## src/rtl/timer_count_core_pkg.sv

```systemverilog
// Shared timer definitions: counter geometry, reset values and a half-word load helper.
package timer_count_core_pkg;

  localparam int unsigned CNT_W  = 64;
  localparam int unsigned HALF_W = 32;

  localparam logic [CNT_W-1:0] CNT_RST_VAL = 64'h0000_0000_0000_0000;
  localparam logic [CNT_W-1:0] CMP_RST_VAL = 64'hFFFF_FFFF_FFFF_FFFF;

  // Replace the strobed 32-bit halves of cur with data; unselected halves hold.
  function automatic logic [CNT_W-1:0] load_halves(
    input logic [CNT_W-1:0]  cur,
    input logic [HALF_W-1:0] data,
    input logic              lo,
    input logic              hi
  );
    logic [CNT_W-1:0] res;
    res = cur;
    if (lo) res[HALF_W-1:0]     = data;
    if (hi) res[CNT_W-1:HALF_W] = data;
    return res;
  endfunction

endpackage

```

## src/rtl/timer_count_core.sv

```systemverilog
// 64-bit free-running timer counter with compare register and sticky match interrupt.
module timer_count_core
  import timer_count_core_pkg::*;
(
  input  logic              sys_clk,
  input  logic              sys_rst_n,
  input  logic              count_en,
  input  logic              timer_en,
  input  logic [HALF_W-1:0] wdata,
  input  logic              wr_cnt_lo,
  input  logic              wr_cnt_hi,
  input  logic              wr_cmp_lo,
  input  logic              wr_cmp_hi,
  input  logic              int_en,
  input  logic              int_st_clr,
  output logic [CNT_W-1:0]  cnt,
  output logic [CNT_W-1:0]  cmp,
  output logic              int_st,
  output logic              tim_int
);

  logic             timer_en_q;
  logic             match;
  logic             disable_edge;
  logic [CNT_W-1:0] cnt_d;
  logic [CNT_W-1:0] cmp_d;
  logic             int_st_d;

  assign match        = (cnt == cmp);
  assign disable_edge = timer_en_q & ~timer_en;
  assign tim_int      = int_st & int_en;

  // Next-state: writes beat clear-on-disable, which beats increment; match set beats clear.
  always_comb begin
    cnt_d    = cnt;
    cmp_d    = cmp;
    int_st_d = int_st;

    if (wr_cnt_lo || wr_cnt_hi) begin
      cnt_d = load_halves(cnt, wdata, wr_cnt_lo, wr_cnt_hi);
    end else if (disable_edge) begin
      cnt_d = CNT_RST_VAL;
    end else if (count_en) begin
      cnt_d = cnt + CNT_W'(1);
    end

    cmp_d = load_halves(cmp, wdata, wr_cmp_lo, wr_cmp_hi);

    if (match) begin
      int_st_d = 1'b1;
    end else if (int_st_clr) begin
      int_st_d = 1'b0;
    end
  end

  always_ff @(posedge sys_clk or negedge sys_rst_n) begin
    if (!sys_rst_n) begin
      cnt        <= CNT_RST_VAL;
      cmp        <= CMP_RST_VAL;
      int_st     <= 1'b0;
      timer_en_q <= 1'b0;
    end else begin
      cnt        <= cnt_d;
      cmp        <= cmp_d;
      int_st     <= int_st_d;
      timer_en_q <= timer_en;
    end
  end

endmodule

```

## config.mk

```make
export PLATFORM = sky130hd
export DESIGN_NAME = timer_count_core
export DESIGN_NICKNAME = d
export VERILOG_FILES = /design/src/rtl/timer_count_core_pkg.sv /design/src/rtl/timer_count_core.sv
export SDC_FILE = /design/constraint.sdc
export NUM_CORES = 1
export LEC_CHECK = 0
export CAP_MARGIN = 20
export CORE_UTILIZATION = 52
export DETAILED_ROUTE_END_ITERATION = 10
export PLACE_DENSITY = 0.79
export SLEW_MARGIN = 15
export SYNTH_ARGS = -nofsm -noshare
export SYNTH_HDL_FRONTEND = slang
export SYNTH_SLANG_ARGS = --single-unit
```

## constraint.sdc

```tcl
create_clock -name sys_clk -period 2.75 [get_ports sys_clk]
set_clock_uncertainty 0.1 [all_clocks]
set_input_delay 0.55 -clock sys_clk [delete_from_list [all_inputs] [get_ports sys_clk]]
set_output_delay 0.55 -clock sys_clk [all_outputs]
set_load 0.02 [all_outputs]
```

==> qor.json, run 1 <==
{
  "timing.critical_path.slowest_cell_delay_ns": 0.90,
  "highest_layer": "met5",
  "final_core_utilization_pct": 72.94,
  "worstPathCellList": "clkdlybuf4s50_1, nor2b_1, o31ai_4, buf_4, nor4_1, or3b_1",
  "grt_pass1_vias": 7591,
  "drt_wl_total_mm": 29.63,
  "rsz0062_at_grt": "false",
  "power.share.combinational_pct": 28.0,
  "power_per_cell_area_mw_per_mm2": 630.1,
  "max_clock_freq_mhz": 393.0,
  "post_route_cells_drive_above_1_share_pct": 23.73,
  "setup_tns_ns": 0,
  "syn-mean-instance-area_sq_um": 9.628,
  "hold_ws_ns": 0.003627,
  "dr_vias": 8082,
  "sequentialPowerShare_pct": 38.2,
  "leakage_power_nw": 4.034,
  "finalNetCount": 1050,
  "cts_num_sinks": 130,
  "wl_met2_mm": 13.23,
  "synth_ff_type": "dfrtp_1",
  "report.final.slew_viol_count": 0,
  "postCtsResizedCells": 0,
  "wire_length_of_the_first_global_routing_pass_mm": 45.40,
  "numCtsBuffers": 17,
  "synthToLayoutAreaGrowth_pct": 34.83,
  "start_util_pct": 54.10,
  "wire_per_inst_um": 24.59,
  "crit_slowest_cell": "o31ai_4",
  "drt-vias-per-instance": 6.707,
  "crit_family": "compound AO/OA/AOI/OAI gates",
  "initial_antenna_violation_count": 2,
  "firstDrtPassIters": 6,
  "insertion_delay_ns": 0.43,
  "critPathRequiredTime_ns": 2.96,
  "grt_start_max_net_pins": 61,
  "timing.hold.worst.class": "primary input to asynchronous set/reset pin",
  "hold_violations": 0,
  "seq_total_area_yosys_pct": 41.76,
  "synth-edff-count": 0,
  "crit_path_max_fanout": 21,
  "power.switching_fraction_pct": 33.80,
  "hpwl_mm": 21.54,
  "post_synth_inst_count": 829,
  "design.core.area_sq_mm": 0.01475,
  "final-setup-viol-count": 0,
  "global_route.overflow_total": 0,
  "clock_power_share_pct": 33.9,
  "port_buffers": 171,
  "cts_post_setup_buffers_inserted": 0,
  "period_minus_slack_ns": 2.544,
  "drv.max_cap_violation_count": 0,
  "power.ir.vdd_worst_uv": 424.3,
  "die_y_um": 125.9,
  "groute.usage.overall_pct": 38.05,
  "design.portCount": 172,
  "cts.htree.levels": 4,
  "die_outline_area_sq_mm": 0.01585,
  "setup.worst_path.class": "primary input to flop",
  "drc": 0,
  "timing.final.crit_share_pct": 92.52,
  "die_width_um": 125.9,
  "netSwitchingPower_mw": 2.292,
  "clockRootBuffer": "clkbuf_16",
  "cts_tree": "done",
  "slew_headroom_pct": 24.10,
  "post_cts_hold_buffer_count": 0,
  "max_slew.worst_pin.slew_ns": 1.139,
  "arrival_ns": 2.75,
  "yosys.cell_types.count": 68,
  "synth.cell_area_sq_mm": 0.007981,
  "p_int_mw": 4.489,
  "critPathLaunchType": "primary input",
  "drt_iter0_markers": 984,
  "synth_async_sr_flop_share_pct": 100.0,
  "cts.path.max_buffers": 2,
  "ys_seq_elements": 130,
  "run_status": "finished clean",
  "ant_nets": 0,
  "finalWeightedCongestion": 1.021,
  "num_rows": 44,
  "synth_fp_nets": 872,
  "crit_buf_inv": 2,
  "ys_warn_count": 0,
  "clk_pin_slew_ns": 0.06,
  "endpoint_kind": "flop",
  "route.met3.wl_mm": 3.148,
  "route.layer.met1.wl_mm": 11.91
}
-- path summary, 6_finish.rpt --
| path | from | end | slack (ns) | cells after the start |
|---|---|---|---|---|
| setup / recovery | timer_en | cnt[39] | 0.21 | 6 |
| hold / removal | sys_rst_n | timer_en_q | 0.004 | 1 |
| setup reg to reg | cnt[25] | cnt[56] | 0.22 | 5 |
| hold reg to reg | int_st | int_st | 0.44 | 2 |
| max in group asynchronous | sys_rst_n | cmp[3] | 1.79 | 2 |
| min in group sys_clk | int_st | int_st | 0.44 | 2 |
-- registers in the layout (all words and copies together) (netlist names) --
signal,flops
timer_en_q,1
cmp,64
int_st,1
cnt,64
-- synthesized netlist by cell type, drive strengths merged (12+ instances only) --
cell type / number / area (sq um)
a22oi: 12 / 90.09
o211ai: 12 / 90.09
nor3: 17 / 85.08
nor4: 32 / 242.7
nand4: 54 / 371.6
clkbuf: 41 / 155.1
a21oi: 21 / 105.1
xnor2: 64 / 560.5
dfrtp: 66 / 1652
dfstp: 64 / 1682
nor2: 30 / 115.1
mux2: 66 / 743.2
or4: 15 / 112.6
inv: 12 / 45.04
o21ai: 44 / 220.2
nand2: 63 / 236.5
nand3: 52 / 265.3
buf: 36 / 171.4
-- per-layer routing --
metal,GRT usage (%),vias to the layer above
met4,18.21,2
met2,57.95,565
met3,9.431,91
li1,-,3490
met5,0,-
met1,50.87,3934
-- logic make-up after synthesis --
family	after synthesis	share of synthesized area [%]
xor+xnor	64	7.023
fa+ha+maj	1	0.1567
compound gates	167	14.45
simple gates	307	22.01
mux	71	9.939
flops	130	41.76
buf+inv	89	4.656
-- final cells by class --
type,count,area [sq um]
tap,184,230.2
sequential,130,3333
clock inverter,12,131.4
timing repair buffer,236,2260
multi-input combinational,610,4293
clock buffer,20,466.7
antenna,1,2.502
fill,1082,3993
inverter,12,45.04
-- worst register-to-register path, cell delays in order (launching register included) --
cell,delay (ns)
dfrtp_1,0.55
nand4_2,0.32
nor4_2,0.49
nand4_1,0.40
or4_1,0.51
nand3_1,0.09
-- through the flow --
stage | instances | power (mW) | instance area [sq um] | setup slack (ns)
6_report | 1205 | 6.781 | 10760 | 0.2056
5_1_grt | 1204 | 7.004 | 10760 | 0.1721
4_1_cts | 1204 | 6.745 | 10760 | 0.2937
3_5_place_dp | 1172 | 4.459 | 10160 | -0.09875
3_3_place_gp | 1172 | 4.439 | 10160 | -0.09462
2_1_floorplan | 829 | 3.490 | 7981 | 0.4230
-- placed cells by master (no fill, tap or decap), types with 3 or more instances in the layout --
| cell | Yosys | layout |
|---|---|---|
| o31a_1 | 11 | 11 |
| nand4_1 | 50 | 50 |
| a31oi_1 | 9 | 9 |
| o31ai_1 | 4 | 3 |
| inv_1 | 12 | 12 |
| nand2b_1 | 3 | 3 |
| or3_1 | 9 | 9 |
| o311ai_1 | 6 | 6 |
| and2_1 | 4 | 4 |
| a32oi_1 | 5 | 5 |
| or3b_1 | 3 | 3 |
| o21ai_0 | 35 | 35 |
| o22ai_1 | 5 | 5 |
| nor4_1 | 28 | 28 |
| and3_1 | 9 | 9 |
| clkbuf_16 | 0 | 17 |
| or4_1 | 15 | 15 |
| a2bb2oi_1 | 3 | 3 |
| o21ai_1 | 9 | 9 |
| nor3_1 | 17 | 17 |
| nand3_1 | 51 | 51 |
| buf_12 | 0 | 5 |
| clkinvlp_4 | 0 | 4 |
| nand2_1 | 63 | 62 |
| clkdlybuf4s50_1 | 0 | 170 |
| dfstp_2 | 64 | 64 |
| nor2_1 | 29 | 29 |
| xnor2_1 | 64 | 64 |
| clkbuf_8 | 0 | 3 |
| a22oi_1 | 12 | 12 |
| dfrtp_1 | 66 | 66 |
| buf_4 | 1 | 61 |
| o211ai_1 | 12 | 12 |
| nand4_2 | 3 | 3 |
| a22o_1 | 11 | 11 |
| and4_1 | 7 | 7 |
| a21oi_1 | 21 | 21 |
| mux2i_1 | 5 | 5 |
| clkinv_2 | 0 | 3 |
| mux2_2 | 66 | 66 |
-- power by group through the flow --
stage	clock network (mW)	registers, mW	logic (mW)
final	2.30	2.59	1.90
after global routing	2.40	2.62	1.98
after CTS	2.29	2.58	1.88
after detailed placement	0	2.60	1.86
after global placement	0	2.59	1.84
after floorplan	0	2.71	0.779
(Power assumes the default switching activity.)
==> inputs of run 2 (changes only) <==
Settings changed: SETUP_SLACK_MARGIN set to 0.3.
==> run 2 against run 1 <==
Die area stayed put; global-route usage stayed put; largest cell class unchanged; first-iteration DRC count is 4.3% higher; critical path type is now flop to primary output; largest power group unchanged; maximum frequency is 6.5% higher.
==> qor.json, run 2 (synthesis results as in run 1) <==
{
  "run_status": "finished clean",
  "critical_path.reg2reg.startpoint": "cnt[12]",
  "max_slew.worst_pin.slew": {"value": 0.9549, "unit": "ns", "change": "-0.1837 ns"},
  "timing.final.crit_share": {"value": 86.84, "unit": "%", "change": "-5.7 points"},
  "max_clock_freq": {"value": 418.7, "unit": "MHz", "change": "+6.5%"},
  "die_y": {"value": 125.9, "unit": "um", "change": "unchanged"},
  "initial_antenna_violation_count": {"value": 2, "change": "unchanged"},
  "post-layout-total-power": {"value": 6.791, "unit": "mW", "change": "+0.15%"},
  "fin_cells": {"value": 1209, "change": "+0.33%"},
  "final-setup-viol-count": {"value": 0, "change": "unchanged"},
  "arrival": {"value": 1.74, "unit": "ns", "change": "-1.01 ns"},
  "cts_tree": "done",
  "clk_pin_slew": {"value": 0.06, "unit": "ns", "change": "about the same"},
  "clockRootBuffer": "clkbuf_16",
  "crit_path_max_fanout": {"value": 9, "change": "-57%"},
  "firstDrtPassIters": {"value": 7, "change": "+1"},
  "crit_family": "buffers and inverters",
  "numCtsBuffers": {"value": 17, "change": "unchanged"},
  "drt_wl_total": {"value": 29.82, "unit": "mm", "change": "+0.63%"},
  "timing.critical_path.slowest_cell_delay": {"value": 0.70, "unit": "ns", "change": "-0.20 ns"},
  "worst-r2r-setup-slack": {"value": 0.36, "unit": "ns", "change": "+0.14 ns"},
  "critPathLaunchType": "flop",
  "drt-vias-per-instance": {"value": 6.749, "change": "+0.63%"},
  "reg.largest.list": "cmp x64, cnt x64",
  "groute.layer.met3.usage": {"value": 9.431, "unit": "%", "change": "unchanged"},
  "hpwl": {"value": 21.54, "unit": "mm", "change": "unchanged"},
  "start_util": {"value": 54.10, "unit": "%", "change": "unchanged"},
  "design.core.area": {"value": 0.01475, "unit": "sq mm", "change": "unchanged"},
  "setup.worst_path.class": "flop to primary output",
  "worst_r2r_path_depth": {"value": 5, "change": "unchanged"},
  "dr_vias": {"value": 8160, "change": "+0.97%"},
  "period_minus_slack": {"value": 2.388, "unit": "ns", "change": "-0.1563 ns"},
  "pre_cts_ws": {"value": -0.09875, "unit": "ns", "change": "unchanged"},
  "filler_cell_count": {"value": 1071, "change": "-1.0%"},
  "global_route.overflow_total": {"value": 0, "change": "unchanged"},
  "cts.path.max_buffers": {"value": 2, "change": "unchanged"},
  "cts.htree.levels": {"value": 4, "change": "unchanged"},
  "grt_util_met2": {"value": 57.91, "unit": "%", "change": "about the same"},
  "grt-busiest-layer": "met2",
  "endpoint_kind": "primary output",
  "die_width": {"value": 125.9, "unit": "um", "change": "unchanged"},
  "most_common_cell_after_layout_fill_and_taps_aside": "clkdlybuf4s50_1",
  "design.portCount": {"value": 172, "change": "unchanged"},
  "hold_ws": {"value": 0.007507, "unit": "ns", "change": "+0.003880 ns"},
  "insertion_delay": {"value": 0.43, "unit": "ns", "change": "about the same"},
  "drc": {"value": 0, "change": "unchanged"},
  "rsz0062_at_grt": "true",
  "drv.max_cap_violation_count": {"value": 0, "change": "unchanged"},
  "regToRegEndpoint": "int_st",
  "crit_buf_inv": {"value": 1, "change": "-1"},
  "slew_headroom": {"value": 35.96, "unit": "%", "change": "+12 points"},
  "critPathRequiredTime": {"value": 2.10, "unit": "ns", "change": "-0.86 ns"},
  "post-route-worst-setup-slack": {"value": 0.3619, "unit": "ns", "change": "+0.1563 ns"},
  "die_outline_area": {"value": 0.01585, "unit": "sq mm", "change": "unchanged"},
  "wire_length_of_the_first_global_routing_pass": {"value": 45.39, "unit": "mm", "change": "about the same"},
  "power.ir.vdd_worst": {"value": 422.5, "unit": "uV", "change": "-0.43%"},
  "timing.hold.worst.class": "primary input to asynchronous set/reset pin",
  "layout.cells.most_common_list": "169 x clkdlybuf4s50_1, 66 x mux2_2, 64 x xnor2_1, 64 x dfstp_2, 64 x buf_4",
  "wire_per_inst": {"value": 24.66, "unit": "um", "change": "+0.30%"},
  "finalNetCount": {"value": 1054, "change": "+0.38%"},
  "report.final.slew_viol_count": {"value": 0, "change": "unchanged"},
  "finalWeightedCongestion": {"value": 1.021, "change": "unchanged"},
  "power_per_cell_area": {"value": 626.6, "unit": "mW/mm^2", "change": "-0.56%"},
  "worstPathCellList": "clkdlybuf4s50_1",
  "crit_slowest_cell": "clkdlybuf4s50_1",
  "leakage_power": {"value": 4.080, "unit": "nW", "change": "+1.1%"},
  "hold_violations": {"value": 0, "change": "unchanged"},
  "setup_tns": {"value": 0, "unit": "ns", "change": "unchanged"},
  "placedCellCount": {"value": 1172, "change": "unchanged"},
  "num_rows": {"value": 44, "change": "unchanged"},
  "post_route_cells_drive_above_1_share": {"value": 24.71, "unit": "%", "change": "+0.98 points"},
  "ant_nets": {"value": 0, "change": "unchanged"},
  "grt_start_max_net_pins": {"value": 61, "change": "unchanged"},
  "port_buffers": {"value": 171, "change": "unchanged"},
  "drt_iter0_markers": {"value": 1026, "change": "+4.3%"},
  "grtUsageMet1": {"value": 50.90, "unit": "%", "change": "about the same"},
  "groute.usage.overall": {"value": 38.05, "unit": "%", "change": "unchanged"},
  "grt_pass1_vias": {"value": 7590, "change": "-0.013%"},
  "cts_num_sinks": {"value": 130, "change": "unchanged"},
  "synthToLayoutAreaGrowth_pct": 35.79
}
run 2: cell type report:
| cell class | instances | area [sq um] | area share, % |
|---|---|---|---|
| multi-input cells | 611 | 4340 | 40.05 |
| flip-flops and latches | 130 | 3337 | 30.79 |
| repair buffers | 239 | 2285 | 21.08 |
| clock buffers | 20 | 466.7 | 4.306 |
| well taps | 184 | 230.2 | 2.124 |
| clock inverters | 12 | 131.4 | 1.212 |
| inverters | 12 | 45.04 | 0.4156 |
| diodes | 1 | 2.502 | 0.02309 |
run 2: worst register-to-register path: stages, from the launching register on:
cell and delay (ns):
dfrtp_1 0.47, xnor2_1 0.51, nand4_1 0.42, nor4_1 0.46, nand4_1 0.21, o21ai_0 0.14
run 2: repair_timing:
item	4_1_cts	5_1_grt
hold buffers	0	0
pin swaps	0	4
resized for setup	1	10
cloned	0	1
setup endpoints to repair	1	16
setup buffers	0	3
run 2: per-stage QoR:
step           utilization, %  instance area, sq um
3_5_place_dp            68.87                 10160
2_1_floorplan               -                  7981
6_report                73.46                 10840
5_1_grt                 73.44                 10840
4_1_cts                 72.98                 10770
3_3_place_gp            68.87                 10160
run 2: worst max path at each step:
| stage | startpoint | to | slack, ns | depth (start not counted) |
|---|---|---|---|---|
| floorplan | cnt[1] | cnt[38] | 0.42 | 7 |
| global placement | wr_cnt_hi | cnt[39] | -0.09 | 5 |
| detailed placement | timer_en | cnt[39] | -0.1 | 6 |
| CTS | timer_en | cnt[39] | 0.31 | 6 |
| global route | cnt[22] | cnt[50] | 0.27 | 5 |
| finish | cnt[42] | cnt[42] | 0.36 | 1 |
run 2: power breakdown:
group | switching (mW) | internal, mW | total, mW
registers | 0.383 | 2.21 | 2.59
clock network | 0.891 | 1.40 | 2.30
logic | 1.02 | 0.882 | 1.91
run 2: routing by layer:
metal  wire (um)  share of wire (%)
met1       11660                 39
met2       13290                 45
met3        3503                 12
met5          11              0.037
met4        1349                4.5
